### src/rtl/alu_issue_stage_if.sv
`default_nettype none
// ============================================================================
// Module      : alu_issue_stage_if
// Description : Handshake and operand bus between the decode side, the
//               ALU issue stage and the execute stage.
// Revision    : 1.0 - initial release
// ============================================================================
interface alu_issue_stage_if #(
  parameter int XLEN = 32
);

  // Pipeline control
  logic            flush_i;

  // Upstream (decode/register-read) side
  logic            in_valid_i;
  logic            in_ready_o;
  logic [31:0]     instr_i;
  logic [XLEN-1:0] pc_i;
  logic [XLEN-1:0] rs1_data_i;
  logic [XLEN-1:0] rs2_data_i;

  // Downstream (execute) side
  logic            out_valid_o;
  logic            out_ready_i;
  logic [XLEN-1:0] alu_a_o;
  logic [XLEN-1:0] alu_b_o;
  logic [3:0]      aluctrl_ctrl_o;
  logic [4:0]      rd_o;
  logic            rd_we_o;
  logic            illegal_o;

  // Issue stage view
  modport slave (
    input  flush_i,
    input  in_valid_i,
    output in_ready_o,
    input  instr_i,
    input  pc_i,
    input  rs1_data_i,
    input  rs2_data_i,
    output out_valid_o,
    input  out_ready_i,
    output alu_a_o,
    output alu_b_o,
    output aluctrl_ctrl_o,
    output rd_o,
    output rd_we_o,
    output illegal_o
  );

  // Surrounding pipeline view (drives instructions, consumes operands)
  modport master (
    output flush_i,
    output in_valid_i,
    input  in_ready_o,
    output instr_i,
    output pc_i,
    output rs1_data_i,
    output rs2_data_i,
    input  out_valid_o,
    output out_ready_i,
    input  alu_a_o,
    input  alu_b_o,
    input  aluctrl_ctrl_o,
    input  rd_o,
    input  rd_we_o,
    input  illegal_o
  );

endinterface
`default_nettype wire

### src/rtl/alu_issue_stage.sv
`default_nettype none
// ============================================================================
// Module      : alu_issue_stage
// Description : RV32I ID/EX stage. Decodes the instruction, builds ALU
//               operands and control code, and holds the result in an output
//               slot backed by a one-entry skid buffer so that in_ready_o has
//               no combinational path from out_ready_i.
// Revision    : 1.0 - initial release
// ============================================================================
module alu_issue_stage #(
  parameter int XLEN = 32
) (
  input wire               clk,
  input wire               rst_n,
  alu_issue_stage_if.slave bus
);

  // --------------------------------------------------------------------------
  // Opcodes and ALU control codes
  // --------------------------------------------------------------------------
  localparam logic [6:0] c_opc_op     = 7'b0110011;
  localparam logic [6:0] c_opc_opimm  = 7'b0010011;
  localparam logic [6:0] c_opc_lui    = 7'b0110111;
  localparam logic [6:0] c_opc_auipc  = 7'b0010111;
  localparam logic [6:0] c_opc_load   = 7'b0000011;
  localparam logic [6:0] c_opc_store  = 7'b0100011;
  localparam logic [6:0] c_opc_branch = 7'b1100011;
  localparam logic [6:0] c_opc_jal    = 7'b1101111;
  localparam logic [6:0] c_opc_jalr   = 7'b1100111;

  localparam logic [3:0] c_alu_add  = 4'b0000;
  localparam logic [3:0] c_alu_sub  = 4'b1000;
  localparam logic [3:0] c_alu_slt  = 4'b0010;
  localparam logic [3:0] c_alu_sltu = 4'b0011;

  localparam logic [6:0] c_funct7_alt = 7'b0100000;

  // One pipeline entry: everything the execute stage consumes
  typedef struct packed {
    logic [XLEN-1:0] a;
    logic [XLEN-1:0] b;
    logic [3:0]      ctrl;
    logic [4:0]      rd;
    logic            we;
    logic            ill;
  } entry_t;

  // --------------------------------------------------------------------------
  // Instruction fields and immediates
  // --------------------------------------------------------------------------
  logic [6:0]      opcode;
  logic [2:0]      funct3;
  logic [6:0]      funct7;
  logic [4:0]      rd_idx;
  logic [XLEN-1:0] imm_i;
  logic [XLEN-1:0] imm_s;
  logic [XLEN-1:0] imm_u;

  assign opcode = bus.instr_i[6:0];
  assign funct3 = bus.instr_i[14:12];
  assign funct7 = bus.instr_i[31:25];
  assign rd_idx = bus.instr_i[11:7];
  assign imm_i  = {{(XLEN-12){bus.instr_i[31]}}, bus.instr_i[31:20]};
  assign imm_s  = {{(XLEN-12){bus.instr_i[31]}}, bus.instr_i[31:25], bus.instr_i[11:7]};
  assign imm_u  = {bus.instr_i[31:12], 12'h000};

  // --------------------------------------------------------------------------
  // Decode
  // --------------------------------------------------------------------------
  entry_t dec;
  logic   dec_legal;
  logic   dec_writes;

  // Decode the incoming instruction into ALU operands, control code and rd
  always_comb begin
    dec        = '0;
    dec.rd     = rd_idx;
    dec_legal  = 1'b1;
    dec_writes = 1'b0;

    case (opcode)
      c_opc_op: begin
        dec.a      = bus.rs1_data_i;
        dec.b      = bus.rs2_data_i;
        dec_writes = 1'b1;
        // Only SUB and SRA may use the alternate funct7, so once legality
        // holds the raw {funct7[5], funct3} is already the right code.
        dec.ctrl   = {funct7[5], funct3};
        dec_legal  = (funct7 == 7'b0) ||
                     ((funct7 == c_funct7_alt) && ((funct3 == 3'b000) || (funct3 == 3'b101)));
      end

      c_opc_opimm: begin
        dec.a      = bus.rs1_data_i;
        dec.b      = imm_i;
        dec_writes = 1'b1;
        dec.ctrl   = {1'b0, funct3};
        if (funct3 == 3'b001) begin
          dec_legal = (funct7 == 7'b0);
        end else if (funct3 == 3'b101) begin
          dec_legal   = (funct7 == 7'b0) || (funct7 == c_funct7_alt);
          dec.ctrl[3] = (funct7 == c_funct7_alt);
        end
      end

      c_opc_lui: begin
        dec.a      = '0;
        dec.b      = imm_u;
        dec.ctrl   = c_alu_add;
        dec_writes = 1'b1;
      end

      c_opc_auipc: begin
        dec.a      = bus.pc_i;
        dec.b      = imm_u;
        dec.ctrl   = c_alu_add;
        dec_writes = 1'b1;
      end

      c_opc_load: begin
        dec.a      = bus.rs1_data_i;
        dec.b      = imm_i;
        dec.ctrl   = c_alu_add;
        dec_writes = 1'b1;
      end

      c_opc_store: begin
        dec.a    = bus.rs1_data_i;
        dec.b    = imm_s;
        dec.ctrl = c_alu_add;
      end

      c_opc_branch: begin
        dec.a = bus.rs1_data_i;
        dec.b = bus.rs2_data_i;
        // Pairs of funct3 share a compare: EQ/NE, LT/GE, LTU/GEU
        case (funct3[2:1])
          2'b00:   dec.ctrl  = c_alu_sub;
          2'b01:   dec_legal = 1'b0;
          2'b10:   dec.ctrl  = c_alu_slt;
          default: dec.ctrl  = c_alu_sltu;
        endcase
      end

      c_opc_jal: begin
        dec.a      = bus.pc_i;
        dec.b      = XLEN'(4);
        dec.ctrl   = c_alu_add;
        dec_writes = 1'b1;
      end

      c_opc_jalr: begin
        dec.a      = bus.pc_i;
        dec.b      = XLEN'(4);
        dec.ctrl   = c_alu_add;
        dec_writes = 1'b1;
        dec_legal  = (funct3 == 3'b000);
      end

      default: begin
        dec_legal = 1'b0;
      end
    endcase

    // Illegal instructions present neutral operands but keep rd for tracing
    if (!dec_legal) begin
      dec.a      = '0;
      dec.b      = '0;
      dec.ctrl   = c_alu_add;
      dec_writes = 1'b0;
    end

    dec.we  = dec_writes && (rd_idx != 5'd0);
    dec.ill = !dec_legal;
  end

  // --------------------------------------------------------------------------
  // Output slot and skid entry
  // --------------------------------------------------------------------------
  entry_t out_q;
  entry_t out_d;
  logic   out_valid_q;
  logic   out_valid_d;
  entry_t skid_q;
  entry_t skid_d;
  logic   skid_valid_q;
  logic   skid_valid_d;

  logic   accept;
  logic   slot_free;

  // The upstream sees ready whenever the skid entry is empty; an accept while
  // the output slot is blocked lands in the skid entry.
  assign accept    = bus.in_valid_i && !skid_valid_q;
  assign slot_free = !out_valid_q || bus.out_ready_i;

  // Next-state for the two-entry FIFO; flush overrides every other event
  always_comb begin
    out_d        = out_q;
    out_valid_d  = out_valid_q;
    skid_d       = skid_q;
    skid_valid_d = skid_valid_q;

    if (bus.flush_i) begin
      out_valid_d  = 1'b0;
      skid_valid_d = 1'b0;
    end else if (slot_free) begin
      if (skid_valid_q) begin
        // Older skid entry goes first; accept is impossible in this state
        out_d        = skid_q;
        out_valid_d  = 1'b1;
        skid_valid_d = 1'b0;
      end else if (accept) begin
        out_d       = dec;
        out_valid_d = 1'b1;
      end else begin
        out_valid_d = 1'b0;
      end
    end else if (accept) begin
      skid_d       = dec;
      skid_valid_d = 1'b1;
    end
  end

  // State registers with synchronous active-low reset
  always_ff @(posedge clk) begin
    if (!rst_n) begin
      out_q        <= '0;
      out_valid_q  <= 1'b0;
      skid_q       <= '0;
      skid_valid_q <= 1'b0;
    end else begin
      out_q        <= out_d;
      out_valid_q  <= out_valid_d;
      skid_q       <= skid_d;
      skid_valid_q <= skid_valid_d;
    end
  end

  // --------------------------------------------------------------------------
  // Outputs: all taken straight from flops
  // --------------------------------------------------------------------------
  assign bus.in_ready_o     = !skid_valid_q;
  assign bus.out_valid_o    = out_valid_q;
  assign bus.alu_a_o        = out_q.a;
  assign bus.alu_b_o        = out_q.b;
  assign bus.aluctrl_ctrl_o = out_q.ctrl;
  assign bus.rd_o           = out_q.rd;
  assign bus.rd_we_o        = out_q.we;
  assign bus.illegal_o      = out_q.ill;

endmodule
`default_nettype wire

### src/flat_wrapper.sv
// flat-port wrapper written by rule: the top's interface ports become plain ports
module alu_issue_stage_flat 
#(
  parameter int XLEN = 32
)
  (clk, rst_n, bus_flush_i, bus_in_valid_i, bus_in_ready_o, bus_instr_i, bus_pc_i, bus_rs1_data_i, bus_rs2_data_i, bus_out_valid_o, bus_out_ready_i, bus_alu_a_o, bus_alu_b_o, bus_aluctrl_ctrl_o, bus_rd_o, bus_rd_we_o, bus_illegal_o);
  alu_issue_stage_if #(.XLEN(XLEN)) bus_i ();
  input wire clk;
  input wire rst_n;
  input wire logic [$bits(bus_i.flush_i)-1:0] bus_flush_i;
  input wire logic [$bits(bus_i.in_valid_i)-1:0] bus_in_valid_i;
  output wire logic [$bits(bus_i.in_ready_o)-1:0] bus_in_ready_o;
  input wire logic [$bits(bus_i.instr_i)-1:0] bus_instr_i;
  input wire logic [$bits(bus_i.pc_i)-1:0] bus_pc_i;
  input wire logic [$bits(bus_i.rs1_data_i)-1:0] bus_rs1_data_i;
  input wire logic [$bits(bus_i.rs2_data_i)-1:0] bus_rs2_data_i;
  output wire logic [$bits(bus_i.out_valid_o)-1:0] bus_out_valid_o;
  input wire logic [$bits(bus_i.out_ready_i)-1:0] bus_out_ready_i;
  output wire logic [$bits(bus_i.alu_a_o)-1:0] bus_alu_a_o;
  output wire logic [$bits(bus_i.alu_b_o)-1:0] bus_alu_b_o;
  output wire logic [$bits(bus_i.aluctrl_ctrl_o)-1:0] bus_aluctrl_ctrl_o;
  output wire logic [$bits(bus_i.rd_o)-1:0] bus_rd_o;
  output wire logic [$bits(bus_i.rd_we_o)-1:0] bus_rd_we_o;
  output wire logic [$bits(bus_i.illegal_o)-1:0] bus_illegal_o;
  assign bus_i.flush_i = bus_flush_i;
  assign bus_i.in_valid_i = bus_in_valid_i;
  assign bus_in_ready_o = bus_i.in_ready_o;
  assign bus_i.instr_i = bus_instr_i;
  assign bus_i.pc_i = bus_pc_i;
  assign bus_i.rs1_data_i = bus_rs1_data_i;
  assign bus_i.rs2_data_i = bus_rs2_data_i;
  assign bus_out_valid_o = bus_i.out_valid_o;
  assign bus_i.out_ready_i = bus_out_ready_i;
  assign bus_alu_a_o = bus_i.alu_a_o;
  assign bus_alu_b_o = bus_i.alu_b_o;
  assign bus_aluctrl_ctrl_o = bus_i.aluctrl_ctrl_o;
  assign bus_rd_o = bus_i.rd_o;
  assign bus_rd_we_o = bus_i.rd_we_o;
  assign bus_illegal_o = bus_i.illegal_o;
  alu_issue_stage #(.XLEN(XLEN)) u_core (.clk(clk), .rst_n(rst_n), .bus(bus_i));
endmodule
### config.mk
export PLATFORM = sky130hd
export DESIGN_NAME = alu_issue_stage_flat
export DESIGN_NICKNAME = d
export VERILOG_FILES = /design/src/rtl/alu_issue_stage_if.sv /design/src/rtl/alu_issue_stage.sv /design/src/flat_wrapper.sv
export SDC_FILE = /design/constraint.sdc
export NUM_CORES = 1
export LEC_CHECK = 0
export CAP_MARGIN = 20
export CORE_MARGIN = 1
export CORE_UTILIZATION = 30
export CTS_CLUSTER_SIZE = 30
export DETAILED_ROUTE_END_ITERATION = 10
export PLACE_DENSITY_LB_ADDON = 0.25
export SETUP_SLACK_MARGIN = 0.05
export SLEW_MARGIN = 20
export SYNTH_ARGS = -nofsm -noshare
export SYNTH_HDL_FRONTEND = slang
export SYNTH_SLANG_ARGS = --single-unit
### constraint.sdc
create_clock -name clk -period 5.63 [get_ports clk]
set_clock_uncertainty 0.2 [all_clocks]
set_input_delay 1.126 -clock clk [delete_from_list [all_inputs] [get_ports clk]]
set_output_delay 1.126 -clock clk [all_outputs]
set_load 0.01 [all_outputs]
### Yosys cells after proc, flatten, opt, wreduce, memory -nomap -nowiden

Index checks and enable logic that the tools add are counted.

| storage, ports and cells | value |
|---|---|
| bits in registers | 152 |
| word-level logic and storage cells | 68 |
| output and inout port bits | 77 |
| input bits | 133 |

| cells by class | value |
|---|---|
| mux-type cells | 15 |
| bitwise logic cells | 3 |
| reductions and logical operators | 22 |
| equal/unequal tests | 14 |

Operators by type and width:

| kind | count |
|---|---|
| 68-bit case mux with 8 select lines | 1 |
| 75-bit two-way mux | 2 |
| 68-bit two-way mux | 1 |
| 7-bit by 6-bit == test with 1-bit output, second input constant | 4 |
| 7-bit == test, second input constant | 3 |
| 7-bit by 5-bit == test with 1-bit output, second input constant | 2 |
| 4-bit case mux with 3 select lines | 1 |
| 1-bit two-way mux | 9 |
| 7-bit by 2-bit == test with 1-bit output, second input constant | 1 |
| 7-bit zero test | 1 |
| 7-bit OR reduction | 1 |
| 3-bit AND reduction | 2 |
| 1-bit case mux with 5 select lines | 1 |
| 5-bit nonzero test | 1 |
| 5-bit OR reduction | 1 |
| 1-bit logical OR | 4 |
| 2-bit OR reduction | 2 |
| 3-bit by 1-bit == test with 1-bit output, second input constant | 1 |
| 3-bit == test, second input constant | 1 |
| 1-bit logical AND | 3 |
| 1-bit zero test | 3 |
| 3-bit zero test | 1 |
| 1-bit NOT | 3 |
| 3-bit OR reduction | 1 |
| 4 further kinds | 4 |

### Longest topological paths before layout

Gate-level depths: netlist of the first run.

| logic depth | value |
|---|---|
| depth after elaboration | 9 |
| mapped depth | 9 |
| depth with buffers taken out | 6 |

### Least setup slack after synthesis of the first run

OpenSTA, ideal clock, no wires.

| timing | value |
|---|---|
| path kind | input -> register |
| start | input bus_instr_i[25] |
| end | register u_core.out_q (netlist bit u_core.bus.alu_a_o[10]) |
| slack | 2729 ps |
| cell stages on the path | 8 |
| setup time | 70 ps |
| data arrival time | 2631 ps |
| path buffers | 2 |
| required time | 5360 ps |
| cells stage by stage | nor4_2 a31oi_1 or3_4 a31o_1 buf_2 buf_6 a2bb2oi_1 a21oi_1 |

| between the ends | value |
|---|---|
| cells in the longest elaborated chain, start to end | 8 |
| elaborated cells between the ends (all ways) | 11 |
| those cells by class | 1 x eq/ne; 6 x mux; 4 x reduce/logical |

Ends and longest elaborated chain:

| what | line | RTL |
|---|---|---|
| start: declaration | flat_wrapper.sv:13 | `input wire logic [$bits(bus_i.instr_i)-1:0] bus_instr_i;` |
| 7-bit by 6-bit == test with 1-bit output / 7-bit zero test (equally long branches) | n/a |  |
| 1-bit logical OR | alu_issue_stage.sv:101 | `dec_legal = (funct7 == 7'b0) \|\| (funct7 == c_funct7_alt);` |
| 1-bit two-way mux | alu_issue_stage.sv:100 | `end else if (funct3 == 3'b101) begin` |
| 1-bit two-way mux | alu_issue_stage.sv:98 | `if (funct3 == 3'b001) begin` |
| 1-bit case mux with 5 select lines * | alu_issue_stage.sv:81 | `case (opcode)` |
| 68-bit two-way mux * | alu_issue_stage.sv:166 | `if (!dec_legal) begin` |
| 75-bit two-way mux * | alu_issue_stage.sv:213 | `end else if (accept) begin` |
| 75-bit two-way mux * | alu_issue_stage.sv:208 | `if (skid_valid_q) begin` |
| end signal: assignment | alu_issue_stage.sv:233 | `out_q <= out_d;` |
| end: declaration | alu_issue_stage.sv:180 | `entry_t out_q;` |

Mark *: on every way between the ends. The rest lies on a longest branch, timed or not. The select of a mux whose other input is x is not followed.
A chain may end at the register's enable or synchronous reset.

### Final worst setup path of the first run

| timing | value |
|---|---|
| start | input bus_instr_i[6] |
| end | register u_core.skid_q[54] in the netlist's numbering |

| between the ends | value |
|---|---|
| cells in the longest elaborated chain, start to end | 4 |
| elaborated cells between the ends (all ways) | 14 |
| those cells by class | 9 x eq/ne; 3 x mux; 2 x reduce/logical |

Ends and longest elaborated chain:

| what | line | RTL |
|---|---|---|
| 7-bit by 6-bit == test with 1-bit output (tied with other cells) | alu_issue_stage.sv:81 |  |
| 5-bit OR reduction (no source line) / 2-bit OR reduction (equally long branches) | n/a |  |
| 1-bit case mux with 5 select lines / 68-bit case mux with 8 select lines (equally long branches) | alu_issue_stage.sv:81 |  |
| 68-bit two-way mux * | alu_issue_stage.sv:166 |  |
| end signal: assignment | alu_issue_stage.sv:235 | `skid_q <= skid_d;` |
| end: declaration | alu_issue_stage.sv:184 | `entry_t skid_q;` |

Mark *: on every way between the ends. The rest lies on a longest branch, timed or not.

==> results of run 1 <==
[worst max-delay path, stage by stage]
cell	delay, ps
clkdlybuf4s50_1	1080
and3b_1	360
a31oi_1	70
nor2_2	880
a22oi_1	260
or3b_1	410
a21oi_1	150
[kinds of logic after synthesis]
kind of cell / count (synthesis)
XOR/XNOR: 2
AND/OR/NAND/NOR: 284
AO/OA/AOI/OAI: 331
multiplexers: 5
flip-flops: 152
buffers and inverters: 101
[stage by stage]
stage / utilization / hold WS (ps) / std cells / total power (uW) / area [sq um]
2_1_floorplan: - / 229 / 875 / 1280 / 7170
3_3_place_gp: 0.401 / 237 / 1323 / 1490 / 9420
3_5_place_dp: 0.401 / 245 / 1323 / 1490 / 9420
4_1_cts: 0.426 / 252 / 1355 / 2620 / 10000
5_1_grt: 0.426 / 267 / 1355 / 2700 / 10000
6_report: 0.426 / 251 / 1355 / 2600 / 10000
[how the worst max path moves through the flow]
| stage | from | endpoint | slack [ps] | cells after the start |
|---|---|---|---|---|
| after floorplan | bus_instr_i[25] | u_core.bus.alu_a_o[10] | 2730 | 8 |
| after global placement | bus_instr_i[6] | u_core.skid_q[55] | 1050 | 7 |
| after detailed placement | bus_instr_i[6] | u_core.skid_q[54] | 990 | 7 |
| after CTS | bus_instr_i[6] | u_core.skid_q[54] | 1460 | 7 |
| after global routing | bus_instr_i[6] | u_core.skid_q[46] | 1090 | 7 |
| final | bus_instr_i[6] | u_core.skid_q[54] | 1420 | 7 |
[power by group through the flow]
stage                     combinational (uW)  clock, uW  sequential, uW
after global placement                   350          0            1140
after floorplan                          128          0            1160
after detailed placement                 350          0            1140
final                                    350       1130            1120
after global routing                     376       1200            1120
after CTS                                351       1150            1120
[state kept, by name, summed over array words and instances (netlist names)]
| name | count |
|---|---|
| u_core.bus.rd_o | 5 |
| u_core.bus.alu_a_o | 32 |
| u_core.bus.alu_b_o | 32 |
| u_core.bus.aluctrl_ctrl_o | 4 |
| u_core.bus.rd_we_o | 1 |
| u_core.skid_valid_q | 1 |
| u_core.bus.illegal_o | 1 |
| u_core.bus.out_valid_o | 1 |
| u_core.skid_q | 75 |
[cell type report]
type	count	share of cell area
Clock inverter	13	0.0120
Timing Repair Buffer	223	0.219
Inverter	7	0.00263
Clock buffer	19	0.0453
Sequential cell	152	0.305
Multi-Input combinational cell	622	0.376
Tap cell	319	0.0399
[metal layers]
layer	track usage	share of wire	vias to the layer above	wire (microns)
li1	-	-	3565	-
met1	0.274	0.46	3514	11600
met2	0.333	0.46	241	11700
met3	0.0363	0.052	46	1330
met4	0.0892	0.028	0	719
met5	0	0	-	0
[placed cells by master (no fill, tap or decap), drive strengths merged, types with 12 or more instances in the layout]
cell type      netlist  final
clkdlybuf4s50        0    208
dfxtp              152    152
a21oi               98     98
nand2               88     88
o21ai               71     71
nor2                65     65
nand3               57     57
a221oi              42     42
a22oi               23     23
a221o               21     21
a22o                19     19
clkbuf              61     19
or3b                17     17
a2bb2oi             17     17
buf                 33     15
a31oi               12     12
==> results by group, run 1 <==
Timing
  • Final TNS setup: 0 ps
  • Final WS setup: 1420 ps
  • Max-slew headroom: 0.268
  • Period utilization: 0.747
  • Minimum clock period: 4210 ps
  • Max-slew violation count: 0
  • Unrepaired setup endpoints after global routing: no
  • Fin. Hold Viols: 0
  • Final setup fails: 0
  • Slew @ Worst Pin: 1100 ps
  • Max Fclk: 238 MHz

Cells and area
  • FF+latch area: 0.00305 sq mm
  • Area occupied by multi-input gates: 0.00376 sq mm
  • Area Overhead vs Synth: 39.4%
  • Antenna Cells: 0
  • Layout Nets: 1156
  • Layout fillers: 2320
  • Share of cells above drive strength 1: 0.0627

Synth
  • Most frequent cell after synthesis: dfxtp_1
  • Compound-cell area share of the yosys netlist: 0.309
  • Yosys top cell by area: dfxtp_1
  • Sequential fraction of the synthesis area: 0.424
  • Top post-synthesis cells by area: dfxtp_1 42%, a21oi_1 6.8%, a221oi_1 5.1%
  • Mapped cell area: 0.00717 sq mm
  • Largest family of logic cells by synthesized area: compound AO/OA/AOI/OAI gates
  • Async set-reset flop share out of synthesis: 0
  • Post-synth net total: 1008
  • Post-synthesis mux area share: 0.00698
  • Yosys warns: 0
  • Count of different cell masters after synthesis: 52
  • Synth Area in Adders: 0
  • Synth top cells by count: 152 x dfxtp_1, 98 x a21oi_1, 88 x nand2_1, 70 x o21ai_0, 65 x nor2_1
  • Area share of the largest cell type after synthesis: 0.424
  • Synth Area in Simple Gates: 0.199
  • Syn Inst Count: 875
  • EDFF count, synth: 0
  • FF+latch count, synth: 152
  • Avg Cell Area, Syn: 8.20 sq um
  • Post-Synth XOR/XNOR Area: 0.00244
  • Post-synth top flop: dfxtp_1

Drt
  • Initial DRC Count: 497
  • WL final: 25300 microns
  • Vias: 7366
  • TritonRoute pass-1 iters: 5
  • ANT nets after route: 0
  • DRC: 0
  • Average wire per standard cell: 18.7 microns
  • Via density: 5.44

Clock network
  • CTS tree: yes
  • CTS sink count: 152
  • Hold bufs inserted after CTS: 0
  • # Post-CTS Setup Buffers: 0
  • Cells resized by post-CTS repair: 0
  • Clock transition at path regs: 60 ps
  • CTS HTree Levels: 4
  • Clock latency on the worst-skew pair: 420 ps
  • Total CTS buffers: 17
  • Clk buf depth: 2
  • Root Driver: clkbuf_16

Worst setup path
  • Crit end category: flip-flop
  • R2r endpoint: u_core.bus.alu_b_o[7]
  • CP required: 5780 ps
  • CP Class: primary input to flip-flop
  • Worst flop-to-flop path startpoint: u_core.skid_valid_q
  • Crit path DAT: 4360 ps
  • Nature of the critical path startpoint: primary input
  • CP max FO: 23
  • Worst reg-to-reg path cell count: 5
  • R2R Setup Slk: 2800 ps

Die
  • Initial Util: 0.306
  • FP Rows: 56
  • Die area: 0.0245 sq mm
  • Chip width: 157 microns
  • I/O pins: 210
  • Die Y: 157 microns
  • Core ar.: 0.0235 sq mm

Power and ir drop
  • Seq pwr share: 0.432
  • Cell leakage power: 0.00333 uW
  • Gate power share: 0.135
  • Switching power share of the total: 0.260
  • Internal: 1920 uW
  • Net Switching: 675 uW
  • VDD IR max: 0.000153 V
  • Clk pwr share: 0.434
  • PD cells: 260 mW/mm^2

Placed design
  • PortBufs: 209
  • GP Congestion: 0.808
  • Dpl hpwl: 16500 microns
  • Post-Place Setup Slack: 988 ps

Hold path
  • Hold_sp: u_core.skid_q[47]
  • Hold EP: u_core.skid_q[47]
  • Hold Path Depth: 2
  • Hold Path Class: flip-flop to flip-flop

Global route
  • Grt ovf: 0
  • Antenna violations before repair: 0
  • Overall Global Routing Usage: 0.208
  • Vias in the first global route: 7112
  • Largest net degree at the start of global routing: 66
  • Global-route wire length before repair: 39600 microns

Flow run
  • Max cap viols: 0

Run status
  • Status: completed
Power figures use the tool's default switching activity.
==> run 2, diff against run 1 <==
==> constraint.sdc (replaced) <==
create_clock -name clk -period 3.7 [get_ports clk]
set_clock_uncertainty 0.2 [all_clocks]
set_input_delay 0.74 -clock clk [delete_from_list [all_inputs] [get_ports clk]]
set_output_delay 0.74 -clock clk [all_outputs]
set_load 0.01 [all_outputs]
==> results by group, run 2 (same netlist as run 1, synthesis figures left out) <==
Run status
  • Status: completed

Worst setup path
  • Worst reg-to-reg path cell count: 5 (unchanged)
  • CP Class: primary input to flip-flop
  • R2r endpoint: u_core.bus.alu_b_o[18]
  • Worst flop-to-flop path startpoint: u_core.skid_valid_q
  • Slowest cell on the critical path: a31oi_4
  • CP required: 3860 ps (-1920 ps)
  • Cell mode on critical path: buf_4
  • CP Cell Sequence: clkdlybuf4s50_1 > buf_4 > nor4_4 > nand4_2 > a31oi_4 > buf_4 > a221oi_1 > nor2_1
  • Crit end category: flip-flop
  • Nature of the critical path startpoint: primary input
  • R2R Setup Slk: 1290 ps (-1510 ps)
  • CP max FO: 14 (-39%)
  • CP peak stage delay: 580 ps (-500 ps)
  • Crit path DAT: 3240 ps (-1120 ps)

Global route
  • Largest net degree at the start of global routing: 73 (+11%)
  • Vias in the first global route: 7060 (-0.73%)
  • Grt ovf: 0 (unchanged)
  • Global-route wire length before repair: 39300 microns (-0.70%)
  • Antenna violations before repair: 0 (unchanged)
  • Overall Global Routing Usage: 0.208 (about the same)

Clock network
  • Clock latency on the worst-skew pair: 430 ps (about the same)
  • Cells resized by post-CTS repair: 0 (unchanged)
  • Clock transition at path regs: 60 ps (about the same)
  • CTS tree: yes
  • Clk buf depth: 2 (unchanged)
  • Total CTS buffers: 17 (unchanged)
  • CTS HTree Levels: 4 (unchanged)
  • Hold bufs inserted after CTS: 0 (unchanged)
  • Root Driver: clkbuf_16
  • # Post-CTS Setup Buffers: 0 (unchanged)
  • CTS sink count: 152 (unchanged)

Timing
  • Max Fclk: 324 MHz
  • Slew @ Worst Pin: 998 ps (-98.0 ps)
  • Max-slew violation count: 0 (unchanged)
  • Final TNS setup: 0 ps (unchanged)
  • Unrepaired setup endpoints after global routing: no
  • Fin. Hold Viols: 0 (unchanged)
  • Final WS setup: 617 ps (-808 ps)
  • Minimum clock period: 3080 ps
  • Max-slew headroom: 0.331 (+0.0625)
  • Period utilization: 0.833
  • Final setup fails: 0 (unchanged)

Power and ir drop
  • Cell leakage power: 0.00349 uW (+4.8%)
  • VDD IR max: 0.000269 V (+76%)
  • PD cells: 398 mW/mm^2 (+53%)

Placed design
  • Dpl hpwl: 16800 microns (+1.5%)
  • Placed cell areas: 0.00969 sq mm (+2.8%)
  • Post-Place Setup Slack: 207 ps (-781 ps)
  • PortBufs: 209 (unchanged)
  • GP Congestion: 0.829 (+2.6%)

Drt
  • Via density: 5.36 (-1.4%)
  • DRC: 0 (unchanged)
  • Initial DRC Count: 473 (-4.8%)
  • TritonRoute pass-1 iters: 5 (unchanged)
  • WL final: 25400 microns (+0.30%)
  • ANT nets after route: 0 (unchanged)
  • Average wire per standard cell: 18.4 microns (-1.6%)
  • Vias: 7403 (+0.50%)

Cells and area
  • Layout Utilization: 0.439 (+0.0128)
  • Most frequent cells in the layout: 208 x clkdlybuf4s50_1, 151 x dfxtp_1, 97 x a21oi_1
  • Top reg by flops: u_core.skid_q
  • Max FFs per register: 75 (unchanged)
  • Antenna Cells: 0 (unchanged)
  • Final instance area: 0.0103 sq mm (+3.0%)
  • Share of cells above drive strength 1: 0.0829 (+0.0201)
  • Layout Nets: 1183 (+2.3%)
  • Area Overhead vs Synth: 43.6%
  • Commonest non-fill, non-tap cell in the layout: clkdlybuf4s50_1

Die
  • Die area: 0.0245 sq mm (unchanged)
  • I/O pins: 210 (unchanged)
  • Core ar.: 0.0235 sq mm (unchanged)
  • FP Rows: 56 (unchanged)
  • Initial Util: 0.306 (unchanged)
  • Chip width: 157 microns (unchanged)
  • Die Y: 157 microns (unchanged)

Hold path
  • Hold EP: u_core.skid_q[9]
  • Hold Path Depth: 2 (unchanged)
  • Hold_sp: u_core.skid_q[9]
  • Hold Path Class: flip-flop to flip-flop

Flow run
  • Max cap viols: 0 (unchanged)
[run 2: cell count changes in the layout (fill, tap and decap cells not counted), sizes merged]
cell      change
buf          +27
bufinv        +3
inv           -3
clkinvlp      -1
clkinv        -1
clkbuf        +1
[run 2: metal layers]
layer | routed length, microns | up-vias | GRT usage
li1 | - | 3620 | -
met1 | 11600 | 3514 | 0.273
met2 | 12000 | 246 | 0.335
met3 | 1380 | 23 | 0.0424
met4 | 405 | 0 | 0.0719
met5 | 0 | - | 0
[run 2: worst max path at each step]
stage / startpoint / to / cells past startpoint
6_report: bus_instr_i[6] / u_core.bus.alu_a_o[18] / 8
2_1_floorplan: bus_instr_i[25] / u_core.bus.alu_a_o[10] / 8
3_5_place_dp: bus_instr_i[4] / u_core.bus.alu_a_o[18] / 8
4_1_cts: bus_instr_i[4] / u_core.bus.alu_b_o[29] / 8
5_1_grt: bus_instr_i[4] / u_core.bus.alu_a_o[27] / 8
3_3_place_gp: bus_instr_i[6] / u_core.bus.aluctrl_ctrl_o[3] / 8
[run 2: power by group]
| part | switching (uW) | internal, uW | total, uW | leakage, uW |
|---|---|---|---|---|
| registers | 23.2 | 1680 | 1710 | 0.00124 |
| clock network | 715 | 1130 | 1840 | 0.000294 |
| logic | 258 | 289 | 547 | 0.00196 |
[run 2: area by class of cell]
| class | count | area [sq um] |
|---|---|---|
| sequential | 152 | 3050 |
| fill | 2328 | 13200 |
| inverter | 7 | 26.3 |
| clock buffer | 20 | 437 |
| tap | 319 | 399 |
| clock inverter | 11 | 173 |
| timing repair buffer | 250 | 2460 |
| multi-input combinational | 622 | 3760 |
[run 2: per-stage QoR]
stage | power, uW | hold WS, ps | instances
finish | 4100 | 250 | 1381
global route | 4240 | 269 | 1381
CTS | 4130 | 249 | 1381
detailed placement | 2290 | 242 | 1350
global placement | 2290 | 235 | 1350
floorplan | 1950 | 229 | 875
[run 2: critical path: cells and delay by family]
| family | cells | cell delay, ps |
|---|---|---|
| buffers and inverters | 3 | 1060 |
| and+or+nand+nor | 3 | 760 |
| AOI/OAI and AO/OA | 2 | 670 |
